**src/rtl/tu_lookup_arbiter_pkg.sv**
```systemverilog
// Shared types for the TLB lookup arbiter: op kinds, arbiter states, lookup owner
// and the address typedefs used on the requester and TLB sides.
package tu_lookup_arbiter_pkg;

  typedef enum logic [1:0] {
    OP_TLBR  = 2'd0,
    OP_TLBWI = 2'd1,
    OP_TLBWR = 2'd2,
    OP_TLBP  = 2'd3
  } tu_op_kind_t;

  typedef enum logic [1:0] {
    ST_IDLE    = 2'd0,
    ST_LOOKUP  = 2'd1,
    ST_OP_WAIT = 2'd2
  } tu_arb_state_t;

  typedef enum logic {
    OWN_I = 1'b0,
    OWN_D = 1'b1
  } tu_owner_t;

  typedef logic [31:0] tu_vaddr_t;
  typedef logic [31:0] tu_paddr_t;

endpackage

```
**src/rtl/tu_arb_priority.sv**
```systemverilog
// Winner select for the shared TLB port plus the fetch starvation counter that
// lets a waiting fetch request overtake a stream of data requests.
module tu_arb_priority #(
  parameter int STARVE_LIMIT = 3
) (
  input  logic clk,
  input  logic reset,
  input  logic arb_en,
  input  logic op_valid,
  input  logic i_req_valid,
  input  logic d_req_valid,
  output logic op_grant,
  output logic i_grant,
  output logic d_grant
);

  localparam logic [3:0] LIMIT = 4'(STARVE_LIMIT);

  logic [3:0] starve_cnt;

  always_comb begin
    op_grant = 1'b0;
    i_grant  = 1'b0;
    d_grant  = 1'b0;
    if (arb_en) begin
      if (op_valid)                               op_grant = 1'b1;
      else if (i_req_valid && starve_cnt == LIMIT) i_grant  = 1'b1;
      else if (d_req_valid)                       d_grant  = 1'b1;
      else if (i_req_valid)                       i_grant  = 1'b1;
    end
  end

  // Counts d-grants that bypassed a waiting fetch; saturates at the limit.
  always_ff @(posedge clk) begin
    if (reset) begin
      starve_cnt <= 4'd0;
    end else if (i_grant) begin
      starve_cnt <= 4'd0;
    end else if (d_grant && i_req_valid && starve_cnt != LIMIT) begin
      starve_cnt <= starve_cnt + 4'd1;
    end
  end

endmodule

```
**src/rtl/tu_lookup_arbiter.sv**
```systemverilog
// Serialises fetch/data lookups and CP0 maintenance ops onto one TLB port with a
// fixed lookup latency and registered, pulse-style responses.
module tu_lookup_arbiter
  import tu_lookup_arbiter_pkg::*;
#(
  parameter int LOOKUP_LAT   = 1,
  parameter int STARVE_LIMIT = 3
) (
  input  logic          clk,
  input  logic          reset,
  input  logic          i_req_valid,
  input  tu_vaddr_t     i_vaddr,
  output logic          i_req_ready,
  output logic          i_resp_valid,
  output tu_paddr_t     i_paddr,
  output logic          i_uncached,
  output logic          i_miss,
  input  logic          d_req_valid,
  input  tu_vaddr_t     d_vaddr,
  output logic          d_req_ready,
  output logic          d_resp_valid,
  output tu_paddr_t     d_paddr,
  output logic          d_uncached,
  output logic          d_miss,
  input  logic          op_valid,
  input  tu_op_kind_t   op_kind,
  output logic          op_ready,
  output logic          op_done,
  output logic          tlb_lk_valid,
  output tu_vaddr_t     tlb_lk_vaddr,
  input  tu_paddr_t     tlb_lk_paddr,
  input  logic          tlb_lk_uncached,
  input  logic          tlb_lk_miss,
  output logic          tlb_op_valid,
  output tu_op_kind_t   tlb_op_kind,
  input  logic          tlb_op_done,
  output tu_arb_state_t dbg_state
);

  // Handshake: a request is taken in the single cycle where valid && ready;
  // ready is only ever raised in IDLE, for one winner, and responses carry no
  // back-pressure (resp_valid / op_done are one-cycle pulses).

  localparam logic [2:0] LAT_LOAD = 3'(LOOKUP_LAT);

  tu_arb_state_t state, state_nxt;
  tu_owner_t     owner;
  logic [2:0]    lat_cnt;
  logic          arb_en, op_grant, i_grant, d_grant, lk_grant, lk_last;

  assign arb_en = (state == ST_IDLE) && !reset;

  tu_arb_priority #(.STARVE_LIMIT(STARVE_LIMIT)) u_priority (
    .clk         (clk),
    .reset       (reset),
    .arb_en      (arb_en),
    .op_valid    (op_valid),
    .i_req_valid (i_req_valid),
    .d_req_valid (d_req_valid),
    .op_grant    (op_grant),
    .i_grant     (i_grant),
    .d_grant     (d_grant)
  );

  assign lk_grant     = i_grant | d_grant;
  assign op_ready     = op_grant;
  assign i_req_ready  = i_grant;
  assign d_req_ready  = d_grant;
  assign tlb_lk_valid = lk_grant;
  assign tlb_lk_vaddr = i_grant ? i_vaddr : (d_grant ? d_vaddr : '0);
  assign tlb_op_valid = (state == ST_OP_WAIT);
  assign lk_last      = (state == ST_LOOKUP) && (lat_cnt == 3'd1);
  assign dbg_state    = state;

  always_ff @(posedge clk) begin
    if (reset) state <= ST_IDLE;
    else       state <= state_nxt;
  end

  always_comb begin
    state_nxt = state;
    case (state)
      ST_IDLE: begin
        if (op_grant)      state_nxt = ST_OP_WAIT;
        else if (lk_grant) state_nxt = ST_LOOKUP;
      end
      ST_LOOKUP:  if (lk_last)     state_nxt = ST_IDLE;
      ST_OP_WAIT: if (tlb_op_done) state_nxt = ST_IDLE;
      default:    state_nxt = ST_IDLE;
    endcase
  end

  // The result is captured on the last LOOKUP cycle, so resp_valid and the
  // return to IDLE land in the same cycle and a new grant can overlap it.
  always_ff @(posedge clk) begin
    if (reset) begin
      owner        <= OWN_I;
      lat_cnt      <= 3'd0;
      tlb_op_kind  <= OP_TLBR;
      i_resp_valid <= 1'b0;
      i_paddr      <= '0;
      i_uncached   <= 1'b0;
      i_miss       <= 1'b0;
      d_resp_valid <= 1'b0;
      d_paddr      <= '0;
      d_uncached   <= 1'b0;
      d_miss       <= 1'b0;
      op_done      <= 1'b0;
    end else begin
      i_resp_valid <= 1'b0;
      d_resp_valid <= 1'b0;
      op_done      <= 1'b0;
      if (lk_grant) begin
        owner   <= i_grant ? OWN_I : OWN_D;
        lat_cnt <= LAT_LOAD;
      end
      if (op_grant) tlb_op_kind <= op_kind;
      if (state == ST_LOOKUP && !lk_last) lat_cnt <= lat_cnt - 3'd1;
      if (lk_last) begin
        if (owner == OWN_I) begin
          i_paddr      <= tlb_lk_paddr;
          i_uncached   <= tlb_lk_uncached;
          i_miss       <= tlb_lk_miss;
          i_resp_valid <= 1'b1;
        end else begin
          d_paddr      <= tlb_lk_paddr;
          d_uncached   <= tlb_lk_uncached;
          d_miss       <= tlb_lk_miss;
          d_resp_valid <= 1'b1;
        end
      end
      if (state == ST_OP_WAIT && tlb_op_done) op_done <= 1'b1;
    end
  end

endmodule
```
**config.mk**
```make
export PLATFORM = sky130hd
export DESIGN_NAME = tu_lookup_arbiter
export DESIGN_NICKNAME = d
export VERILOG_FILES = /design/src/rtl/tu_lookup_arbiter_pkg.sv /design/src/rtl/tu_arb_priority.sv /design/src/rtl/tu_lookup_arbiter.sv
export SDC_FILE = /design/constraint.sdc
export NUM_CORES = 1
export LEC_CHECK = 0
export CORE_ASPECT_RATIO = 0.8
export CORE_MARGIN = 2
export CORE_UTILIZATION = 38
export DETAILED_ROUTE_END_ITERATION = 10
export PLACE_DENSITY = 0.87
export SLEW_MARGIN = 10
export SYNTH_ARGS = -nofsm -noshare
export SYNTH_HDL_FRONTEND = slang
export SYNTH_SLANG_ARGS = --single-unit
```
**constraint.sdc**
```tcl
create_clock -name clk -period 2.5 [get_ports clk]
set_input_delay 0.5 -clock clk [delete_from_list [all_inputs] [get_ports clk]]
set_output_delay 0.5 -clock clk [all_outputs]
set_load 0.01 [all_outputs]
```
==> parameters.txt <==
Parameter                              Value

Outcome
  Result of the run ... finished clean

Detailed routing
  Starting DRC count in detailed routing ... 528
  DRC violations left ... 0
  Vias after detailed routing ... 4632
  Number of vias per cell ... 5.45
  Wire length per cell after detailed routing ... 16.9 um
  Final routed wirelength across all metal layers ... about 14000 um
  Number of optimization iterations in the first detailed-route pass ... 5
  Remaining antenna violation count after routing ... 0

Timing
  Tightest Pin Transition ... 0.642 ns
  Final setup violation count ... 0
  Fmax ... about 0.40 GHz
  Setup repair after global routing missed its margin ... true
  Hold Fails Final Rpt ... 0
  Post-route minimum period ... 2.48 ns
  Final critical-path share of the clock period ... between 90% and 100%
  Worst setup skew after layout ... 0.00553 ns
  Minimum setup slack in the final design ... roughly 0.023 ns
  Worst relative slew slack ... 57.2%
  Max-slew violations ... 0

Die
  Top-Level Pins ... 218
  Height of the chip ... 93.5 um
  Number of placement rows ... 32
  Horizontal die dimension ... 116 um
  Overall die area ... 10800 um2
  Initial Util ... about 40%
  Area inside the core boundary ... 9690 um2

Power and ir drop
  Design Power ... 3.23 mW
  Clock share of power ... 40.5%
  Seq pwr share ... 41.9%
  Portion of total power attributed to combinational logic ... 17.6%
  Power Dens Cells ... 497 nW/um2
  Peak supply drop ... ~0.00042 V
  Switching fraction of total power ... 24.6%
  Int Pwr ... 2.43 mW
  LEAKAGE ... roughly 2.3 nW
  Switching pwr ... between 700 and 800 uW

Yosys
  Cell types occupying the most area after synthesis ... sky130_fd_sc_hd__dfxtp_1, sky130_fd_sc_hd__o21ai_0, sky130_fd_sc_hd__nand3_1
  Dominant cell type by area after synthesis ... sky130_fd_sc_hd__dfxtp_1
  Post-synth top area share ... about 44%
  Main synth FF type ... sky130_fd_sc_hd__dfxtp_1
  Share of synthesized registers carrying an async set or reset ... 0%
  Post-Syn Nets ... 611
  Netlist area before placement ... 3800 um2
  Count of cell types in the netlist ... 38
  Commonest cells in the netlist ... sky130_fd_sc_hd__dfxtp_1, sky130_fd_sc_hd__nand2_1, sky130_fd_sc_hd__o21ai_0
  Part of the Yosys area used for sequential elements ... a little over two fifths
  Number of flip-flops and latches in the synthesized netlist ... 83
  YS warnings ... 0
  Number of enable flip-flop cells after synthesis ... 0
  Post-synthesis instance total ... 502
  Mean instance size in the synthesized netlist ... 7.58 um2
  Most instantiated library cell after synthesis ... sky130_fd_sc_hd__dfxtp_1

Clock network
  Max H-tree Level ... 3
  Hold-fix buffers at CTS ... 0
  Number of clock buffers inserted by TritonCTS ... 9
  Total clock sinks ... 83
  Insertion delay of the later-clocked pin in the worst-skew pair ... 0.33 ns
  TritonCTS clock tree ... built
  CTS root buf ... sky130_fd_sc_hd__clkbuf_16
  Number of buffers between clock root and the deepest sink ... 2
  CTS clk-pin slew, worst paths ... 0.06 ns

Setup path
  Worst reg2reg path depth ... 5
  Critical Path RT ... 2.00 ns
  Critical Path Slowest Stage Cell ... sky130_fd_sc_hd__or3b_4
  Delay of the slowest cell on the worst path ... 0.41 ns
  Crit Reg-Reg Endpoint ... d_paddr[8]
  Kind of start point of the critical path ... flop
  Signal arrival time at the worst endpoint ... ~2 ns
  Cells along the critical path ... ha_2 > or3b_4 > o21ai_4 > buf_6 > buf_12 > nor2_1 > clkdlybuf4s15_1
  CP Max Fanout ... 9
  Critical register-to-register path startpoint ... dbg_state[0]
  Kind of capture point of the worst setup path ... primary output
  Register-to-Register Setup Slack ... 0.71 ns
  Category of the most critical setup path ... flop to primary output

Worst hold path
  Class of the tightest hold or removal check ... flop to flop
  Capture endpoint of the worst hold path ... tlb_op_kind[1]
  Hold Startpoint ... tlb_op_kind[1]
  Number of cells traversed by the worst hold path ... 2

Layout
  Area used by multi-input combinational logic ... a little under 2000 um2
  Number of inserted filler cells in the final layout ... 787
  Area of all sequential standard cells ... 1670 um2
  Post-Layout Cell Count ... 850
  Net count reported at finish ... between 800 and 900
  Share of post-route cells with drive strength above 1 ... 14.6%
  Post-synthesis to final-layout area growth ... 70.7%
  Count of inserted antenna diode cells ... 0

Placed design
  Worst slack at placement ... -0.389 ns
  Total of buffers placed on input and output ports ... 217
  HPWL after DPL ... 9600 um
  Number of placed cells counting well taps ... 824
  Final GP Congestion ... 0.805

GRT
  Total global routing overflow ... 0
  Wire length of the first global-routing pass ... 21800 um
  Largest net degree at the start of global routing ... 70
  Via count of the first global-routing pass ... between 4000 and 5000
  Initial antenna violation count ... 0
  GRT Resource Usage Total ... 25.2%

Job
  Total of max-cap violations ... 0
## stage by stage
stage          TNS, ns  utilization, %  hold slack, ns  instance area [um2]
2_1_floorplan        0               -           0.457                 3800
3_3_place_gp     -8.87            63.3           0.450                 6140
3_5_place_dp    -11.31            63.3           0.460                 6140
4_1_cts          -2.21            66.7           0.472                 6460
5_1_grt         -0.176            67.0           0.496                 6490
6_report             0            67.0           0.468                 6490
## layer usage
metal	GRT usage (%)	part of all wire (%)	routed length, um	vias to the layer above
met5	0	0	0	-
met4	7.44	1.8	259	0
met3	7.91	6.9	985	27
met2	41.3	49	7060	168
met1	31.7	42	6050	2225
li1	-	-	-	2212
## critical path: cells and delay by family, from the launching register on
family | cells | cell delay [ns]
buffers and inverters | 3 | 0.52
AO/OA/AOI/OAI | 1 | 0.16
AND/OR/NAND/NOR | 2 | 0.45
adder cells (fa/ha/maj) | 1 | 0.18
flip-flops | 1 | 0.33
## power by group through the flow
stage / combinational, mW / clock [mW] / sequential [mW]
after floorplan: 0.214 / 0 / 1.38
after global placement: 0.520 / 0 / 1.38
after detailed placement: 0.532 / 0 / 1.38
after CTS: 0.548 / 1.33 / 1.35
after global routing: 0.602 / 1.38 / 1.36
final: 0.567 / 1.31 / 1.35
## registers in the layout (all words and copies together) (netlist names)
name                   count
d_paddr                   32
i_paddr                   32
u_priority.starve_cnt      4
lat_cnt                    3
dbg_state                  2
tlb_op_kind                2
d_miss                     1
d_resp_valid               1
d_uncached                 1
i_miss                     1
i_resp_valid               1
i_uncached                 1
op_done                    1
owner                      1
## area by class of cell
cell class	count	area share [%]
Clock buffer	12	3.80
Sequential cell	83	25.6
Multi-Input combinational cell	355	30.1
Inverter	8	0.462
Timing Repair Buffer	252	36.7
Tap cell	136	2.62
Clock inverter	4	0.771
## cells in the final DEF (no fill, tap or decap), drive strengths merged, types with 2 or more instances in the layout
master / n
or4: 2
a211oi: 3
nand2b: 2
buf: 53
o221ai: 2
or3: 2
nor3: 3
nand2: 71
inv: 8
clkinvlp: 2
nor2: 6
nor2b: 2
o21ai: 72
nand3: 70
dlygate4sd2: 3
o22ai: 33
clkbuf: 26
o32ai: 3
a21oi: 69
clkdlybuf4s50: 180
ha: 3
dfxtp: 83
## timing repair
item	CTS	global route
pin swaps	2	2
buffers inserted	3	2
endpoints found under the setup margin	36	34
resized for setup	88	49
gates cloned	4	1
## worst max-delay path by stage
stage / from / end / slack, ns / cells after the start
final: u_priority.starve_cnt[1] / d_req_ready / 0.02 / 7
after global routing: u_priority.starve_cnt[0] / tlb_lk_vaddr[27] / -0.03 / 6
after CTS: u_priority.starve_cnt[1] / tlb_lk_vaddr[1] / -0.14 / 7
after detailed placement: op_valid / tlb_lk_vaddr[24] / -0.39 / 6
after global placement: op_valid / tlb_lk_vaddr[24] / -0.31 / 6
after floorplan: u_priority.starve_cnt[0] / tlb_lk_vaddr[10] / 0.37 / 5
## logic make-up after synthesis
family | synth area share [%]
flip-flops | 43.7
AO/OA/AOI/OAI | 27.1
adder cells (fa/ha/maj) | 0.987
buffers and inverters | 7.63
AND/OR/NAND/NOR | 20.6
No activity file was read; power rests on OpenSTA's default activity.
